<file path="src/rtl/cla_slice_sequencer.sv">
// ---------------------------------------------------------------------------
// cla_slice_sequencer
//
// Purpose:
//   Multi-cycle wide adder/subtractor controller. One external 16-bit
//   carry-lookahead slice is reused for N_SLICE passes, least significant
//   slice first. The inter-slice carry is held in a register between passes
//   and is rebuilt from the slice group signals as G | (P & carry_in).
//   Subtraction is A + ~B + 1. The operand B is inverted once, when the
//   operation is accepted.
//
// Parameters:
//   N_SLICE   number of 16-bit passes (2..8). Operand width W = 16*N_SLICE.
//
// Ports:
//   clk, rst_n              rising-edge clock, asynchronous active-low reset
//   in_valid / in_ready     operand handshake (ready only while idle)
//   in_a, in_b              W-bit operands
//   in_cin                  carry-in for add (ignored for subtract)
//   in_sub                  1 = A - B
//   out_valid / out_ready   result handshake
//   out_r                   W-bit sum/difference
//   out_cout                carry out of the MSB slice (1 = no borrow on sub)
//   out_ovf                 signed overflow
//   slice_a/b/c             drive to the shared slice (zero outside RUN)
//   slice_r/p/g             slice sum, group propagate, group generate
// ---------------------------------------------------------------------------
module cla_slice_sequencer #(
  parameter int N_SLICE = 4
) (
  input  logic                    clk,
  input  logic                    rst_n,
  input  logic                    in_valid,
  output logic                    in_ready,
  input  logic [16*N_SLICE-1:0]   in_a,
  input  logic [16*N_SLICE-1:0]   in_b,
  input  logic                    in_cin,
  input  logic                    in_sub,
  output logic                    out_valid,
  input  logic                    out_ready,
  output logic [16*N_SLICE-1:0]   out_r,
  output logic                    out_cout,
  output logic                    out_ovf,
  output logic [15:0]             slice_a,
  output logic [15:0]             slice_b,
  output logic                    slice_c,
  input  logic [15:0]             slice_r,
  input  logic                    slice_p,
  input  logic                    slice_g
);

  localparam int W     = 16 * N_SLICE;
  localparam int IDX_W = (N_SLICE > 1) ? $clog2(N_SLICE) : 1;
  localparam logic [IDX_W-1:0] IDX_LAST = IDX_W'(N_SLICE - 1);
  localparam logic [IDX_W-1:0] IDX_ONE  = IDX_W'(1);

  typedef enum logic [1:0] {
    IDLE = 2'd0,
    RUN  = 2'd1,
    DONE = 2'd2
  } state_t;

  state_t           state_q, state_d;
  logic [IDX_W-1:0] idx_q, idx_d;
  logic             carry_q, carry_d;
  logic [W-1:0]     op_a_q, op_a_d;
  logic [W-1:0]     op_b_q, op_b_d;
  logic [W-1:0]     out_r_q, out_r_d;
  logic             out_cout_q, out_cout_d;
  logic             out_ovf_q, out_ovf_d;
  logic             carry_next;

  // Carry leaving the slice that is currently being processed.
  assign carry_next = slice_g | (slice_p & carry_q);

  assign in_ready  = (state_q == IDLE);
  assign out_valid = (state_q == DONE);
  assign out_r     = out_r_q;
  assign out_cout  = out_cout_q;
  assign out_ovf   = out_ovf_q;

  // Next-state and slice drive. The slice inputs are only non-zero while
  // running. The result slice for the current index is written back into
  // out_r on every RUN edge. The sign check for overflow uses the latched,
  // already-inverted B. For a subtract, that is the sign of the
  // effective addend.
  always_comb begin
    state_d    = state_q;
    idx_d      = idx_q;
    carry_d    = carry_q;
    op_a_d     = op_a_q;
    op_b_d     = op_b_q;
    out_r_d    = out_r_q;
    out_cout_d = out_cout_q;
    out_ovf_d  = out_ovf_q;
    slice_a    = 16'h0000;
    slice_b    = 16'h0000;
    slice_c    = 1'b0;

    case (state_q)
      IDLE: begin
        if (in_valid) begin
          op_a_d  = in_a;
          op_b_d  = in_sub ? ~in_b : in_b;
          carry_d = in_sub | in_cin;
          out_r_d = '0;
          idx_d   = '0;
          state_d = RUN;
        end
      end

      RUN: begin
        slice_c = carry_q;
        for (int i = 0; i < N_SLICE; i++) begin
          if (idx_q == IDX_W'(i)) begin
            slice_a              = op_a_q[16*i +: 16];
            slice_b              = op_b_q[16*i +: 16];
            out_r_d[16*i +: 16]  = slice_r;
          end
        end
        carry_d = carry_next;
        idx_d   = idx_q + IDX_ONE;
        if (idx_q == IDX_LAST) begin
          out_cout_d = carry_next;
          out_ovf_d  = (op_a_q[W-1] == op_b_q[W-1]) & (slice_r[15] != op_a_q[W-1]);
          idx_d      = '0;
          state_d    = DONE;
        end
      end

      DONE: begin
        if (out_ready) begin
          state_d = IDLE;
        end
      end

      default: begin
        state_d = IDLE;
      end
    endcase
  end

  // State and datapath registers. An asynchronous reset abandons any
  // operation in flight and clears every visible output at once.
  always_ff @(posedge clk or negedge rst_n) begin
    if (!rst_n) begin
      state_q    <= IDLE;
      idx_q      <= '0;
      carry_q    <= 1'b0;
      op_a_q     <= '0;
      op_b_q     <= '0;
      out_r_q    <= '0;
      out_cout_q <= 1'b0;
      out_ovf_q  <= 1'b0;
    end else begin
      state_q    <= state_d;
      idx_q      <= idx_d;
      carry_q    <= carry_d;
      op_a_q     <= op_a_d;
      op_b_q     <= op_b_d;
      out_r_q    <= out_r_d;
      out_cout_q <= out_cout_d;
      out_ovf_q  <= out_ovf_d;
    end
  end

endmodule

</file>
<file path="config.mk">
export PLATFORM = sky130hd
export DESIGN_NAME = cla_slice_sequencer
export DESIGN_NICKNAME = d
export VERILOG_FILES = /design/src/rtl/cla_slice_sequencer.sv
export SDC_FILE = /design/constraint.sdc
export NUM_CORES = 1
export LEC_CHECK = 0
export BUFFER_PORTS_ARGS = -buffer_cell sky130_fd_sc_hd__buf_2
export CORE_MARGIN = 4
export CORE_UTILIZATION = 44
export CTS_BUF_LIST = sky130_fd_sc_hd__clkbuf_8 sky130_fd_sc_hd__clkbuf_16
export DETAILED_ROUTE_END_ITERATION = 8
export GPL_TIMING_DRIVEN = 0
export PLACE_DENSITY = 0.77
export REMOVE_ABC_BUFFERS = 1
export SLEW_MARGIN = 20
export SYNTH_ARGS = -nofsm -noshare
export SYNTH_HDL_FRONTEND = slang
export SYNTH_SLANG_ARGS = --single-unit
</file>
<file path="constraint.sdc">
create_clock -name clk -period 2.55 [get_ports clk]
set_clock_uncertainty 0.2 [all_clocks]
set_input_delay 0.51 -clock clk [delete_from_list [all_inputs] [get_ports clk]]
set_output_delay 0.51 -clock clk [all_outputs]
set_load 0.005 [all_outputs]
</file>
==> impl_results.md, run 1 <==
- Status: finished with violations
- Failing checks: setup timing
- Die Y: roughly 150 µm
- Overall power: 17.1 mW
- Slowest cell delay on critical path: ~0.38 ns
- Leakage: 5.75 nW
- Core box area: between 20000 and 25000 µm²
- Cell Area, Synth: 9420 µm²
- Vias in the first global route: 8198
- Share of cells above drive strength 1: between 40% and 50%
- Worst Hold Endpoint: state_q[1]
- Clk pin slew, worst setup/hold paths: 0.08 ns
- Reg2Reg Depth: 7
- Post-placement cell count: roughly 1.3k
- Pwr Density: roughly 1300 nW/µm²
- Area taken by multi-input logic gates: roughly 4300 µm²
- Die Wd: 154 µm
- Min Tclk post-route: 2.84 ns
- Register area: 4990 µm²
- CP Cell Sequence: inv_2 -> ha_4 -> buf_16 -> nor2b_4 -> buf_12 -> a221oi_1 -> o31ai_1 -> buf_2
- Max FO, Critical Path: 8
- Final Cycle Share: 111%
- Startpoint Class: flop
- Final TNS setup: -7.83 ns
- Worst Setup End Kind: primary output
- Clk_lat worst skew: 0.43 ns
- Remaining global-route overflow: 0
- Final Max Tran Viols: 0
- GRT Overall Usage: 23.2%
- Cts bufs inserted: 17
- DRC viols: 0
- Area Overhead vs Synth: 34.8%
- Mean Syn Cell Area: 11.0 µm²
- DR vias/cell: 5.77
- Hold crit path type: in -> reg
- Non-Filler Instances: about 1.4k
- Port bufs: between 200 and 300
- R2r setup slk: 0.09 ns
- WL/cell: approximately 21 µm
- Clk root buf: clkbuf_16
- WP data arrival: 2.13 ns
- # nets final: between 1k and 1.5k
- VDD IR max: approximately 580 µV
- CP max-delay cell: dfrtp_1
- Row count: 53
- Initial DRT Pass Iterations: 5
- Kind of critical path: reg -> out
- Worst Path Required: 1.84 ns
- Post-synthesis cell count: 857
- FILL cells: 1717
- H-tree levels: 4
- First-pass GRT wire length: between 40000 and 50000 µm
- TritonCTS clock tree: yes
- Unique cell type count in the Yosys netlist: 31
- Fin worst setup slack: -0.287 ns
- Initial antenna violation count: 5
- Final setup viols: 32
- RePlAce Congestion: 0.782
- DIE AREA: 23800 µm²
- RSZ-0062 raised after global routing: true
- YS warnings: 0
- Critical R2R Launch: state_q[0]
- Largest net degree at the start of global routing: 99
- Initial core utilization: 44.8%
- Antenna viol nets, final: 0
- Worst R2R End: op_a_q[3]
- Rel. slew slack: 42.2%
- Hold depth: 2
- Register area share after synthesis: 52.8%
- Min-delay src: out_ready
- Final Hold Vio Count: 0
- Setup slack at placement: -0.765 ns
- CTS max path bufs: 2
- 1st-iter DRT viols: roughly 470
- Seq cells post-synth: between 150 and 200
- Routed WL: 29400 µm
- Fin util: 60.4%
- Fmax: 352 MHz
- Vias: 8119
- DP HPWL: roughly 18000 µm
- CTS sink count: 199
- Worst slew pin tran: about 0.86 ns
- I/O pin cnt: around 250
- Max Cap Viol: 0
## synthesized netlist by cell type, drive strengths merged
cell type    n  share of area, %
and2         2              0.13
clkbuf      37               1.5
mux2        64               7.6
nand2       23              0.92
mux2i        1              0.11
nand2b       2              0.13
nor2b        5              0.33
xnor2       64               5.9
a221oi      31               2.9
and3b        1             0.093
a22o        96               8.9
nor2        66               2.6
ha           4              0.53
clkinv       1             0.040
o32ai        2              0.19
o21ai       53               2.8
buf         50               2.7
dfrtp      199                53
nand3b       1             0.080
inv          5              0.20
a21o         1             0.080
nand3       31               1.6
nor3b        1              0.13
a31oi        1             0.066
o21bai       2              0.16
o31ai       48               3.8
a21oi       66               3.5
## where the power goes
group / internal (mW) / leakage, nW / switching (mW)
combinational: 4.41 / 3.10 / 4.50
clock: 1.30 / 0.278 / 1.35
sequential: 4.58 / 2.38 / 0.915
total: 10.3 / 5.75 / 6.77
## metal layers
metal | GRT usage [%] | vias up | share of wire [%] | wire length, µm
li1 | - | 3666 | - | -
met3 | 7.02 | 39 | 8.8 | 2580
met2 | 37.5 | 368 | 47 | 13900
met4 | 7.82 | 6 | 1.7 | 510
met1 | 29.8 | 4040 | 42 | 12500
met5 | 0 | - | 0.095 | 28
## final cells by class
cell class              instances  area share [%]
repair inverters                2           0.365
diodes                          2          0.0394
multi-input cells             565            34.0
flip-flops and latches        199            39.3
clock inverters                15            1.12
well taps                     275            2.71
clock buffers                  17            3.35
repair buffers                327            18.5
inverters                       6           0.591
## flip-flops by register name, summed over array words and instances (netlist names)
| register | count |
|---|---|
| op_a_q | 64 |
| op_b_q | 64 |
| out_r | 64 |
| idx_q | 2 |
| state_q | 2 |
| carry_q | 1 |
| out_cout | 1 |
| out_ovf | 1 |
## cells in the final DEF, fill, tap and decap left out, types with 9 or more instances in the layout
cell,n
buf_4,32
nand3_1,31
nand2_1,23
mux2_2,61
buf_6,9
dfrtp_1,196
a21oi_1,66
xnor2_1,64
buf_8,13
o31ai_1,44
o21ai_0,52
a221oi_2,17
clkbuf_16,22
nor2_1,66
a22o_1,96
a221oi_1,11
buf_2,251
buf_16,10
## worst max-delay path: cells and delay by family, from the launching register on
family | cells | cell delay (ns)
buffers and inverters | 4 | 0.57
AO/OA/AOI/OAI | 2 | 0.33
adder cells (fa/ha/maj) | 1 | 0.18
flip-flops | 1 | 0.38
AND/OR/NAND/NOR | 1 | 0.22
## worst max-delay path by stage
stage / start / end / slack (ns) / depth (start not counted)
2_1_floorplan: state_q[0] / op_a_q[0] / -5.66 / 2
3_3_place_gp: state_q[0] / carry_q / -8.75 / 3
3_5_place_dp: idx_q[0] / slice_a[11] / -0.76 / 7
4_1_cts: idx_q[0] / slice_b[15] / -0.31 / 8
5_1_grt: idx_q[1] / slice_a[10] / -0.41 / 8
6_report: idx_q[1] / slice_b[10] / -0.29 / 8
## timing repair
item	4_1_cts	5_1_grt
buffers inserted	23	22
gates cloned	5	6
hold buffers	1	0
setup endpoints to repair	65	70
endpoints found under the hold margin	61	0
pin swaps	43	14
resized for setup	37	42
## logic make-up (layout without fill, tap and decap cells)
logic type	Yosys count	after routing	synth area share, %
flops	199	199	52.8
simple gates	132	132	6.09
mux	65	65	7.75
xor+xnor	64	64	5.95
compound gates	300	300	22.4
fa+ha+maj	4	4	0.531
buf+inv	93	367	4.38
other cells	0	2	0
## through the flow
step           instance area, µm²  hold slack [ns]
2_1_floorplan                9030           0.0144
3_3_place_gp                10600            0.264
3_5_place_dp                11200            0.124
4_1_cts                     12300           0.0726
5_1_grt                     12700           0.0709
6_report                    12700           0.0874
Note: power is estimated with default switching activity, not from simulation.
==> run 2, diff against run 1 <==
SETUP_SLACK_MARGIN = 0.5   (was not set)
==> impl_results.md, run 2 (same netlist as run 1, synthesis figures left out) <==
- Final Hold Vio Count: 0 (unchanged)
- Final Max Tran Viols: 0 (unchanged)
- CTS max path bufs: 2 (unchanged)
- WL/cell: 22.4 µm (+7.0%)
- Vias in the first global route: 8543 (+4.2%)
- Remaining global-route overflow: 0 (unchanged)
- Startpoint Class: flop
- RePlAce Congestion: 0.782 (unchanged)
- DR vias/cell: 5.93 (+2.9%)
- I/O pin cnt: 253 (unchanged)
- Final TNS setup: -8.93 ns (-1.10 ns)
- Clk pin slew, worst setup/hold paths: 0.08 ns (about the same)
- Final setup viols: 32 (unchanged)
- Cts bufs inserted: 17 (unchanged)
- Worst Hold Endpoint: op_a_q[9]
- Antenna viol nets, final: 0 (unchanged)
- Met2 Use GR: 39.5% (+2.0 points)
- # nets final: 1316 (+3.3%)
- Worst R2R End: op_a_q[3]
- Leakage: 6.48 nW (+13%)
- GR Util met3: 6.97% (-0.056 points)
- Hold depth: 2 (unchanged)
- Vias: 8597 (+5.9%)
- Critical R2R Launch: state_q[0]
- WP data arrival: 2.25 ns (+0.12 ns)
- Port bufs: 252 (unchanged)
- Clk root buf: clkbuf_16
- Pwr Density: 1360 nW/µm² (+1.6%)
- Post-route cell area: 14500 µm² (+14%)
- Die Wd: 154 µm (unchanged)
- Status: finished with violations
- Routed WL: 32400 µm (+10%)
- R2r setup slk: 0.20 ns (+0.11 ns)
- Fmax: 338 MHz (-4.1%)
- Commonest non-fill, non-tap cell in the layout: buf_2
- Min-delay src: in_a[9]
- VDD IR max: 590 µV (+1.8%)
- DIE AREA: 23800 µm² (unchanged)
- RSZ-0062 raised after global routing: true
- H-tree levels: 4 (unchanged)
- Failing checks: setup timing
- Most frequent cells in the layout: buf_2, dfrtp_1, a22o_1
- TritonCTS clock tree: yes
- Min Tclk post-route: 2.96 ns (+0.121 ns)
- Fin util: 68.9% (+8.4 points)
- Worst Setup End Kind: primary output
- Initial DRT Pass Iterations: 5 (unchanged)
- Reg2Reg Depth: 10 (+3)
- Worst slew pin tran: 0.666 ns (-0.196 ns)
- CP max-delay cell: dfrtp_1
- Placed instance area: 11200 µm² (unchanged)
- Row count: 53 (unchanged)
- Share of cells above drive strength 1: 53.5% (+12 points)
- Kind of critical path: reg -> out
- Worst Path Required: 1.84 ns (about the same)
- Largest net degree at the start of global routing: 99 (unchanged)
- Clk_lat worst skew: 0.43 ns (about the same)
- Max FO, Critical Path: 8 (unchanged)
- Area Overhead vs Synth: 53.6%
- Overall power: 19.7 mW (+16%)
- Die Y: 154 µm (unchanged)
- First-pass GRT wire length: 46900 µm (+6.4%)
- Core box area: 21000 µm² (unchanged)
- Final Cycle Share: 116% (+4.8 points)
- Hold_ws: 0.0921 ns (+0.00470 ns)
- Initial core utilization: 44.8% (unchanged)
- 1st-iter DRT viols: 496 (+4.6%)
- CP Cell Sequence: inv_2 -> ha_4 -> buf_16 -> nor2b_4 -> buf_6 -> buf_12 -> a221oi_1 -> o31ai_1 -> buf_2
- Initial antenna violation count: 4 (-1)
- DP HPWL: 17600 µm (unchanged)
- GRT Overall Usage: 24.5% (+1.4 points)
- CTS sink count: 199 (unchanged)
- Slowest cell delay on critical path: 0.38 ns (about the same)
- Hold crit path type: in -> reg
- Max Cap Viol: 0 (unchanged)
- Fin worst setup slack: -0.409 ns (-0.121 ns)
- M1 GR Usage: 32.0% (+2.3 points)
- DRC viols: 0 (unchanged)
- Most Used Layer, Global Route: met2
- Rel. slew slack: 55.6% (+13 points)
## run 2: how the worst max path moves through the flow
| stage | depth (start not counted) | startpoint | endpoint |
|---|---|---|---|
| global placement | 3 | state_q[0] | carry_q |
| CTS | 8 | idx_q[1] | slice_b[9] |
| global route | 9 | idx_q[1] | slice_b[5] |
| finish | 9 | idx_q[1] | slice_b[5] |
| floorplan | 2 | state_q[0] | op_a_q[0] |
| detailed placement | 7 | idx_q[0] | slice_a[11] |
## run 2: worst max-delay path: cells and delay by family, from the launching register on
family	cells	cell delay [ns]
fa+ha+maj	1	0.18
compound gates	2	0.44
simple gates	1	0.17
buf+inv	5	0.64
flops	1	0.38
## run 2: what timing repair did
action / in CTS / in global routing
pin swaps: 55 / 40
endpoints found under the hold margin: 61 / 0
cloned: 11 / 12
gates resized for setup: 143 / 233
endpoints found under the setup margin: 215 / 148
hold buffers: 1 / 0
buffers inserted: 43 / 27
## run 2: final cells by class
| class | instances | area [µm²] |
|---|---|---|
| Antenna cell | 1 | 2.50 |
| Clock buffer | 17 | 425 |
| Clock inverter | 15 | 143 |
| Fill cell | 1430 | 6550 |
| Inverter | 6 | 46.3 |
| Multi-Input combinational cell | 566 | 5220 |
| Sequential cell | 199 | 4990 |
| Tap cell | 275 | 344 |
| Timing Repair Buffer | 369 | 3290 |
| Timing Repair inverter | 1 | 8.76 |
## run 2: layer usage
metal | up-vias | wire [µm]
li1 | 3762 | -
met1 | 4339 | 13100
met2 | 416 | 15900
met3 | 74 | 2620
met4 | 6 | 767
met5 | - | 34
## run 2: through the flow
step	instances	setup slack, ns
finish	1449	-0.409
global route	1449	-0.501
CTS	1409	-0.314
detailed placement	1322	-0.765
global placement	1297	-8.75
floorplan	770	-5.66
## run 2: power breakdown
part           total (mW)  switching [mW]  internal [mW]  leakage, nW
Clock                2.67            1.37           1.30        0.278
Combinational        11.3            5.20           6.07         3.83
Sequential           5.80            1.22           4.59         2.38
==> run 3, diff against run 2 <==
PLACE_DENSITY = 0.69   (was 0.77)
REMOVE_ABC_BUFFERS = not set   (was 1)
==> impl_results.md, run 3 (same netlist as run 1, synthesis figures left out) <==
- Max FO, Critical Path: 5 (-3)
- Pwr Density: 1340 nW/µm² (-1.7%)
- Final setup viols: 32 (unchanged)
- WL/cell: 21.3 µm (-4.7%)
- CP Cell Sequence: inv_2 -> ha_4 -> nor2b_4 -> buf_6 -> buf_8 -> buf_6 -> a221oi_4 -> o31ai_2 -> buf_2
- Vias: 8239 (-4.2%)
- Hold_ws: 0.0830 ns (-0.00912 ns)
- GRT Overall Usage: 24.8% (+0.26 points)
- Row count: 53 (unchanged)
- VDD IR max: 674 µV (+14%)
- DP HPWL: 22100 µm (+25%)
- Kind of critical path: reg -> out
- RePlAce Congestion: 0.840 (+7.4%)
- Clk pwr share: 15.7% (+2.2 points)
- Most frequent cells in the layout: buf_2, dfrtp_1, a22o_1
- Die Y: 154 µm (unchanged)
- Initial DRT Pass Iterations: 5 (unchanged)
- Flop pwr share: 32.7% (+3.3 points)
- Hold depth: 2 (unchanged)
- Fin util: 60.5% (-8.4 points)
- Commonest non-fill, non-tap cell in the layout: buf_2
- TritonCTS clock tree: yes
- Antenna viol nets, final: 0 (unchanged)
- DRC viols: 0 (unchanged)
- Hold crit path type: in -> reg
- Final Cycle Share: 115% (-1.2 points)
- Fin worst setup slack: -0.378 ns (+0.0311 ns)
- Fmax: 342 MHz (+1.1%)
- Reg2Reg Depth: 10 (unchanged)
- 1st-iter DRT viols: 588 (+19%)
- Largest net degree at the start of global routing: 88 (-11%)
- Switch Pwr: 6.76 mW (-13%)
- Clk pin slew, worst setup/hold paths: 0.07 ns (about the same)
- Leakage: 5.86 nW (-9.6%)
- Comb power frac: 51.6% (-5.5 points)
- Status: finished with violations
- Port bufs: 251 (-0.40%)
- # nets final: 1319 (+0.23%)
- Slowest cell delay on critical path: 0.46 ns (+0.08 ns)
- CTS max path bufs: 2 (unchanged)
- Remaining global-route overflow: 0 (unchanged)
- DIE AREA: 23800 µm² (unchanged)
- RSZ-0062 raised after global routing: true
- Initial core utilization: 44.8% (unchanged)
- First-pass GRT wire length: 46300 µm (-1.4%)
- Worst Path Required: 1.84 ns (about the same)
- Post-route cell area: 12700 µm² (-12%)
- Switching Fraction: 39.7% (+0.18 points)
- Die Wd: 154 µm (unchanged)
- Max Cap Viol: 0 (unchanged)
- Final Max Tran Viols: 0 (unchanged)
- Initial antenna violation count: 4 (unchanged)
- Min Tclk post-route: 2.93 ns (-0.0311 ns)
- Failing checks: setup timing
- CTS sink count: 199 (unchanged)
- Area Overhead vs Synth: 34.9%
- Int Pwr: 10.3 mW (-14%)
- Final Hold Vio Count: 0 (unchanged)
- Worst slew pin tran: 0.800 ns (+0.134 ns)
- Core box area: 21000 µm² (unchanged)
- Rel. slew slack: 46.7% (-8.9 points)
- DR vias/cell: 5.67 (-4.4%)
- Clk_lat worst skew: 0.43 ns (about the same)
- Vias in the first global route: 8169 (-4.4%)
- Share of cells above drive strength 1: 43.2% (-10 points)
- Mapped Nets: 1013
- Cts bufs inserted: 17 (unchanged)
- CP max-delay cell: dfrtp_2
- Clk root buf: clkbuf_16
- FILL cells: 1766 (+23%)
- Placed instance area: 11200 µm² (-0.34%)
- Startpoint Class: flop
- Routed WL: 31000 µm (-4.5%)
- Worst Setup End Kind: primary output
- I/O pin cnt: 253 (unchanged)
- H-tree levels: 4 (unchanged)
- Overall power: 17.0 mW (-14%)
- Most common cell on crit path: buf_6
- WP data arrival: 2.22 ns (-0.03 ns)
## run 3: changes by cell type in the layout (fill, tap and decap cells not counted), moves of 24 or more
cell,delta
mux2_2,+61
a21oi_1,+55
buf_12,-24
nor2_4,-54
mux2_4,-64
buf_2,+32
a21oi_2,-54
nor2_1,+57
## run 3: worst paths after layout
kind                            startpoint    endpoint  slack [ns]
max in group asynchronous            rst_n  op_b_q[38]        0.82
worst min-delay path             out_ready  state_q[1]        0.08
min in group asynchronous            rst_n   out_r[57]        0.36
worst max register to register    idx_q[1]   out_r[39]        0.36
worst min register to register    out_cout    out_cout        0.28
worst max-delay path              idx_q[0]  slice_b[4]       -0.38
## run 3: repair_timing
| action | CTS | global route |
|---|---|---|
| pin swaps | 9 | 19 |
| hold buffers | 1 | 0 |
| setup buffers | 17 | 10 |
| endpoints found under the hold margin | 41 | 0 |
| setup endpoints to repair | 134 | 83 |
| gates cloned | 4 | 2 |
| gates resized for setup | 101 | 60 |
## run 3: critical path: cells and delay by family, from the launching register on
family                     cells  cell delay (ns)
and+or+nand+nor                1             0.21
DFF                            1             0.46
adders and majority gates      1             0.17
AOI/OAI and AO/OA              2             0.31
buffers and inverters          5             0.64
## run 3: stage by stage
stage | instances | TNS (ns) | worst slack, ns
global placement | 1383 | -527.29 | -2.66
CTS | 1438 | -8.73 | -0.327
floorplan | 857 | 0 | 0.469
global route | 1452 | -12.73 | -0.472
finish | 1452 | -9.76 | -0.378
detailed placement | 1385 | -1.53 | -0.112
## run 3: area by class of cell
| class | instances | area, µm² | area share, % |
|---|---|---|---|
| flip-flops and latches | 199 | 4980 | 39.2 |
| multi-input cells | 565 | 4400 | 34.6 |
| repair buffers | 287 | 1690 | 13.3 |
| plain buffers | 87 | 686 | 5.40 |
| clock buffers | 19 | 453 | 3.56 |
| well taps | 275 | 344 | 2.71 |
| clock inverters | 12 | 118 | 0.925 |
| inverters | 6 | 32.5 | 0.256 |
| diodes | 2 | 5.00 | 0.0394 |
## run 3: power by group through the flow
stage / clock [mW] / combinational [mW] / sequential [mW]
2_1_floorplan: 0 / 4.64 / 5.26
3_3_place_gp: 0 / 6.94 / 5.44
3_5_place_dp: 0 / 7.09 / 5.50
4_1_cts: 2.71 / 8.07 / 5.48
5_1_grt: 2.85 / 9.49 / 5.72
6_report: 2.67 / 8.79 / 5.58
## run 3: metal layers
metal | global-route usage, % | routed length (µm) | vias to the layer above
li1 | - | - | 3771
met1 | 32.8 | 12900 | 4088
met3 | 5.62 | 2190 | 41
met2 | 41.6 | 15400 | 335
met5 | 0 | 20 | -
met4 | 6.01 | 516 | 4
